$ cat src/rtl/ysyx_22051468_branch_predictor.sv
// Direct-mapped BTB with 2-bit counters and execute-stage
// mispredict redirect; registered lookup, read-before-write.
module ysyx_22051468_branch_predictor #(
  parameter int WIDTH = 64,
  parameter int IDX_W = 4,
  parameter int TAG_W = 8,
  parameter int CNT_W = 32
) (
  input  logic             clk,
  input  logic             rst_n,
  input  logic             pred_req_valid,
  input  logic [WIDTH-1:0] pred_req_pc,
  output logic             pred_resp_valid,
  output logic             pred_taken,
  output logic [WIDTH-1:0] pred_target,
  input  logic             upd_valid,
  input  logic [WIDTH-1:0] upd_pc,
  input  logic             upd_taken,
  input  logic [WIDTH-1:0] upd_target,
  input  logic             upd_pred_taken,
  input  logic [WIDTH-1:0] upd_pred_target,
  output logic             redirect_valid,
  output logic [WIDTH-1:0] redirect_pc,
  output logic [CNT_W-1:0] mispredict_cnt
);

  localparam int ENTRIES = 1 << IDX_W;
  localparam logic [WIDTH-1:0] FOUR = WIDTH'(4);

  logic [ENTRIES-1:0] valid_q;
  logic [TAG_W-1:0]   tag_q [ENTRIES];
  logic [WIDTH-1:0]   tgt_q [ENTRIES];
  logic [1:0]         ctr_q [ENTRIES];

  logic [IDX_W-1:0] req_idx;
  logic [IDX_W-1:0] upd_idx;
  logic [TAG_W-1:0] req_tag;
  logic [TAG_W-1:0] upd_tag;

  assign req_idx = pred_req_pc[IDX_W+1:2];
  assign req_tag = pred_req_pc[IDX_W+TAG_W+1:IDX_W+2];
  assign upd_idx = upd_pc[IDX_W+1:2];
  assign upd_tag = upd_pc[IDX_W+TAG_W+1:IDX_W+2];

  logic             req_hit;
  logic             req_tkn;
  logic [WIDTH-1:0] req_next;
  logic             upd_hit;
  logic [WIDTH-1:0] act_next;
  logic [WIDTH-1:0] prd_next;
  logic             mis;

  always_comb begin
    req_hit  = valid_q[req_idx] && (tag_q[req_idx] == req_tag);
    req_tkn  = req_hit && ctr_q[req_idx][1];
    req_next = req_tkn ? tgt_q[req_idx] : pred_req_pc + FOUR;
    upd_hit  = valid_q[upd_idx] && (tag_q[upd_idx] == upd_tag);
    act_next = upd_taken ? upd_target : upd_pc + FOUR;
    prd_next = upd_pred_taken ? upd_pred_target : upd_pc + FOUR;
    mis      = upd_valid && (act_next != prd_next);
  end

  // Table training
  always_ff @(posedge clk) begin
    if (!rst_n) begin
      valid_q <= '0;
      for (int i = 0; i < ENTRIES; i++) begin
        tag_q[i] <= '0;
        tgt_q[i] <= '0;
        ctr_q[i] <= 2'b01;
      end
    end else if (upd_valid) begin
      unique case (1'b1)
        upd_hit && upd_taken: begin
          tgt_q[upd_idx] <= upd_target;
          if (ctr_q[upd_idx] != 2'b11)
            ctr_q[upd_idx] <= ctr_q[upd_idx] + 2'd1;
        end
        upd_hit && !upd_taken: begin
          if (ctr_q[upd_idx] != 2'b00)
            ctr_q[upd_idx] <= ctr_q[upd_idx] - 2'd1;
        end
        !upd_hit && upd_taken: begin
          valid_q[upd_idx] <= 1'b1;
          tag_q[upd_idx]   <= upd_tag;
          tgt_q[upd_idx]   <= upd_target;
          ctr_q[upd_idx]   <= 2'b10;
        end
        default: ;
      endcase
    end
  end

  // Prediction response
  always_ff @(posedge clk) begin
    if (!rst_n) begin
      pred_resp_valid <= 1'b0;
      pred_taken      <= 1'b0;
      pred_target     <= '0;
    end else begin
      pred_resp_valid <= pred_req_valid;
      if (pred_req_valid) begin
        pred_taken  <= req_tkn;
        pred_target <= req_next;
      end
    end
  end

  // Redirect and statistics
  always_ff @(posedge clk) begin
    if (!rst_n) begin
      redirect_valid <= 1'b0;
      redirect_pc    <= '0;
      mispredict_cnt <= '0;
    end else begin
      redirect_valid <= mis;
      if (mis) begin
        redirect_pc <= act_next;
        if (mispredict_cnt != '1)
          mispredict_cnt <= mispredict_cnt + CNT_W'(1);
      end
    end
  end

endmodule
$ cat config.mk
export PLATFORM = sky130hd
export DESIGN_NAME = ysyx_22051468_branch_predictor
export DESIGN_NICKNAME = d
export VERILOG_FILES = /design/src/rtl/ysyx_22051468_branch_predictor.sv
export SDC_FILE = /design/constraint.sdc
export NUM_CORES = 2
export LEC_CHECK = 0
export BUFFER_PORTS_ARGS = -buffer_cell sky130_fd_sc_hd__buf_4
export CORE_ASPECT_RATIO = 0.7
export CORE_MARGIN = 3
export CORE_UTILIZATION = 52
export CTS_CLUSTER_SIZE = 25
export DETAILED_ROUTE_END_ITERATION = 10
export PLACE_DENSITY_LB_ADDON = 0.3
export SETUP_SLACK_MARGIN = 0.4
export SLEW_MARGIN = 25
export SYNTH_ARGS = -nofsm -noshare
export SYNTH_HDL_FRONTEND = slang
export SYNTH_SLANG_ARGS = --single-unit
$ cat constraint.sdc
create_clock -name clk -period 23.8 [get_ports clk]
set_input_delay 5.95 -clock clk [delete_from_list [all_inputs] [get_ports clk]]
set_output_delay 5.95 -clock clk [all_outputs]
set_load 0.1 [all_outputs]
==> results.sh <==
export IMPL_maxSlewHeadroom_pct=19.0
export IMPL_synth_distinct_cells=86
export IMPL_post_cts_resized=0
export IMPL_drv_slew=0
export IMPL_yosys_most_used_dff="edfxtp_1"
export IMPL_drv_cap=0
export IMPL_postCtsSetupRepairBufs=0
export IMPL_synthCells=5331
export IMPL_period_needed_ns=11.82
export IMPL_wl_per_cell_um=33.9
export IMPL_num_rows=111
export IMPL_dr_first_iter_drc_count=7935
export IMPL_syn_area_um2=69300
export IMPL_dr_pass1_iters=6
export IMPL_grt_max_degree=84
export IMPL_cts_hold_buf=0
export IMPL_cts_buffers=135
export IMPL_power_density_nw_per_um2=72.4
export IMPL_synth_seq_area_share_pct=56.4
export IMPL_root_buffer="clkbuf_16"
export IMPL_hpwl_um=159000
export IMPL_path_class="input pin to register"
export IMPL_ys_ff_latch=1363
export IMPL_die_h_um=312
export IMPL_synth_top_area_share_pct=51.3
export IMPL_rr_endpoint="ctr_q[4][0]"
export IMPL_finalSetupViolCount=0
export IMPL_ant_nets=0
export IMPL_r2r_start="tag_q[15][7]"
export IMPL_yosysTopAreaCell="edfxtp_1"
export IMPL_vias=49100
export IMPL_synth_edf_count=1184
export IMPL_worst_setup_path_end_kind="register"
export IMPL_multi_input_area_um2=28300
export IMPL_clkSinkCount=1363
export IMPL_drive_above_1_share_pct=21.6
export IMPL_path_clk_slew_ns=0.07
export IMPL_fmax_mhz=84.6
export IMPL_ioPinCount=425
export IMPL_max_stage_delay_ns=0.86
export IMPL_cp_required_ns=24.45
export IMPL_syn_area_per_cell_um2=13.0
export IMPL_clk_path_buf_depth=3
export IMPL_insertion_delay_ns=0.80
export IMPL_ir_worst_vdd_mv=0.0683
export IMPL_power_leakage_uw=0.0275
export IMPL_synth_top_cells_by_area="edfxtp_1, mux4_2, and2_1"
export IMPL_core_um2=132000
export IMPL_endpoint="redirect_pc[51]"
export IMPL_fp_dieW_um=442
export IMPL_startpoint="upd_pc[3]"
export IMPL_fillCellCount=10200
export IMPL_syn_nets=5599
export IMPL_grt_ovfl_total=0
export IMPL_finalSetupTns_ns=0
export IMPL_outcome="completed"
export IMPL_ys_warn_count=0
export IMPL_whs_path_depth=2
export IMPL_antenna_found_initial=22
export IMPL_skew_ns=0.0305
export IMPL_drc=0
export IMPL_worstSetupStartpointType="input pin"
export IMPL_timing_final_crit_share_pct=49.7
export IMPL_reg2reg_setup_slack_ns=18.70
export IMPL_rsz0062_at_grt="false"
export IMPL_cts_htree_levels=4
export IMPL_worstPathArrival_ns=12.47
export IMPL_area_growth_pct=12.8
export IMPL_min_path_type="register to register"
export IMPL_critPathMaxFanout=81
export IMPL_gp_congestion=1.03
export IMPL_viasPerCell=6.70
export IMPL_initial_utilization_pct=52.7
export IMPL_hold_violations=0
export IMPL_cts_tree="yes"
export IMPL_area_sequential_um2=39100
export IMPL_final_net_count=5728
export IMPL_rr_worst_depth=11
export IMPL_drt_total_wl_um=249000
export IMPL_tightest_slew_ns=1.20
export IMPL_async_flop_share_pct=0
export IMPL_crit_slowest_cell="nor3_1"
export IMPL_placed_area_um2=73800
export IMPL_path_cells="buf_4 > nand3_1 > nor3_1 > nand2_1 > nor4_1 > xnor2_1 > xnor2_1 > or3_1 > nor3_1 > o22ai_1 > o21a_4 > buf_4 > mux2i_1 > nor2_1"
export IMPL_grt_pass1_wl_um=351000
export IMPL_final_util_pct=59.4
export IMPL_port_buffers=424
export IMPL_die_area_um2=138000
export IMPL_grt_usage_pct=35.6
export IMPL_stdcell_area_um2=78200
export IMPL_grt_pass1_vias=47000
how the worst min path moves through the flow:
stage	startpoint	to	slack (ns)
6_report	redirect_pc[13]	redirect_pc[13]	0.46
5_1_grt	redirect_pc[4]	redirect_pc[4]	0.48
4_1_cts	redirect_pc[46]	redirect_pc[46]	0.46
3_5_place_dp	redirect_pc[4]	redirect_pc[4]	0.44
3_3_place_gp	redirect_pc[40]	redirect_pc[40]	0.44
2_1_floorplan	valid_q[6]	valid_q[6]	0.44
critical path, delay by kind of cell:
kind | cells | cell delay [ns]
simple gates | 7 | 2.82
xor+xnor | 2 | 0.48
mux | 1 | 0.27
buf+inv | 2 | 1.17
compound gates | 2 | 1.62
per-stage QoR:
step	hold slack (ns)	cells	worst slack, ns	power (µW)
floorplan	0.443	5331	10.58	3260
global placement	0.441	7070	11.57	3520
detailed placement	0.441	7074	11.47	3530
CTS	0.456	7320	12.29	5660
global route	0.476	7327	11.84	5800
finish	0.458	7333	11.98	5660
power by group:
part | internal, µW | leakage, µW | switching (µW)
registers | 2720 | 0.0127 | 48.0
logic | 244 | 0.0126 | 490
clock network | 1200 | 0.00213 | 964
total | 4160 | 0.0275 | 1500
registers in the layout (all words and copies together) (netlist names):
register and cells:
ctr_q 32, mispredict_cnt 32, tgt_q 1024, pred_resp_valid 1, redirect_pc 64, valid_q 16, pred_target 64, pred_taken 1
tag_q 128, redirect_valid 1
layer usage:
layer	wire length (µm)	vias to the layer above	GRT usage (%)	part of all wire, %
li1	-	20100	-	-
met4	10700	4	14.0	4.3
met1	94500	24500	51.3	38
met2	106000	4019	50.3	43
met5	25	-	0	0.010
met3	37200	561	11.1	15
Yosys cell counts (28+ instances only):
| cell | number |
|---|---|
| nor2_1 | 187 |
| nand3_1 | 170 |
| clkbuf_1 | 427 |
| o21ai_0 | 169 |
| xor2_1 | 121 |
| o21ai_1 | 42 |
| and2_1 | 1004 |
| nor4_1 | 41 |
| mux2i_1 | 67 |
| a21oi_1 | 75 |
| dfxtp_1 | 179 |
| nand2_1 | 220 |
| edfxtp_1 | 1184 |
| mux4_2 | 414 |
| nand4_1 | 66 |
| buf_1 | 68 |
| xnor2_1 | 136 |
| inv_1 | 37 |
| nor3_1 | 147 |
| nand2b_1 | 52 |
| buf_2 | 28 |
| and3_1 | 111 |
cell families (layout without fill, tap and decap cells):
| group | Yosys count | count (layout) | share of synthesized area, % |
|---|---|---|---|
| and+or+nand+nor | 2113 | 2113 | 17.3 |
| DFF | 1363 | 1363 | 56.4 |
| buffers and inverters | 574 | 812 | 3.22 |
| AOI/OAI and AO/OA | 521 | 521 | 4.78 |
| muxes | 486 | 486 | 14.5 |
| xor gates and xnor gates | 268 | 268 | 3.61 |
| adders and majority gates | 6 | 6 | 0.108 |
| other | 0 | 13 | 0 |
area by class of cell:
| type | instances | area share (%) |
|---|---|---|
| sequential | 1363 | 50.0 |
| multi-input combinational | 3394 | 36.2 |
| timing repair buffer | 524 | 5.14 |
| clock buffer | 185 | 4.77 |
| tap | 1751 | 2.80 |
| clock inverter | 61 | 0.811 |
| inverter | 42 | 0.205 |
| antenna | 13 | 0.0416 |
placed cells by master (no fill, tap or decap), types with 12 or more instances in the layout:
cell type,netlist,routed
o31ai_1,25,25
a211oi_1,18,18
nand3_1,170,168
nor4_1,41,41
o211ai_1,21,21
a21o_1,26,26
clkbuf_8,0,12
clkbuf_16,0,137
and3_1,111,111
o2111ai_1,18,18
a21oi_1,75,74
or3_1,20,20
clkinv_1,5,27
clkbuf_1,427,34
and4_1,17,17
nor3_1,147,147
o21ai_4,0,16
nand3b_1,16,16
nor2_1,187,170
edfxtp_1,1184,1184
o21ai_0,169,149
xnor2_1,136,136
a31oi_1,22,22
nor2b_1,13,12
mux2i_1,67,67
nand2_1,220,220
buf_4,4,515
nand2b_1,52,52
xor2_1,121,121
or4_1,15,15
dfxtp_1,179,179
nand4_1,66,66
diode_2,0,13
mux4_2,414,414
o21ai_1,42,46
and2_1,1004,1004
nor2_4,0,16
inv_1,37,35
Note: power is estimated with default switching activity, not from simulation.
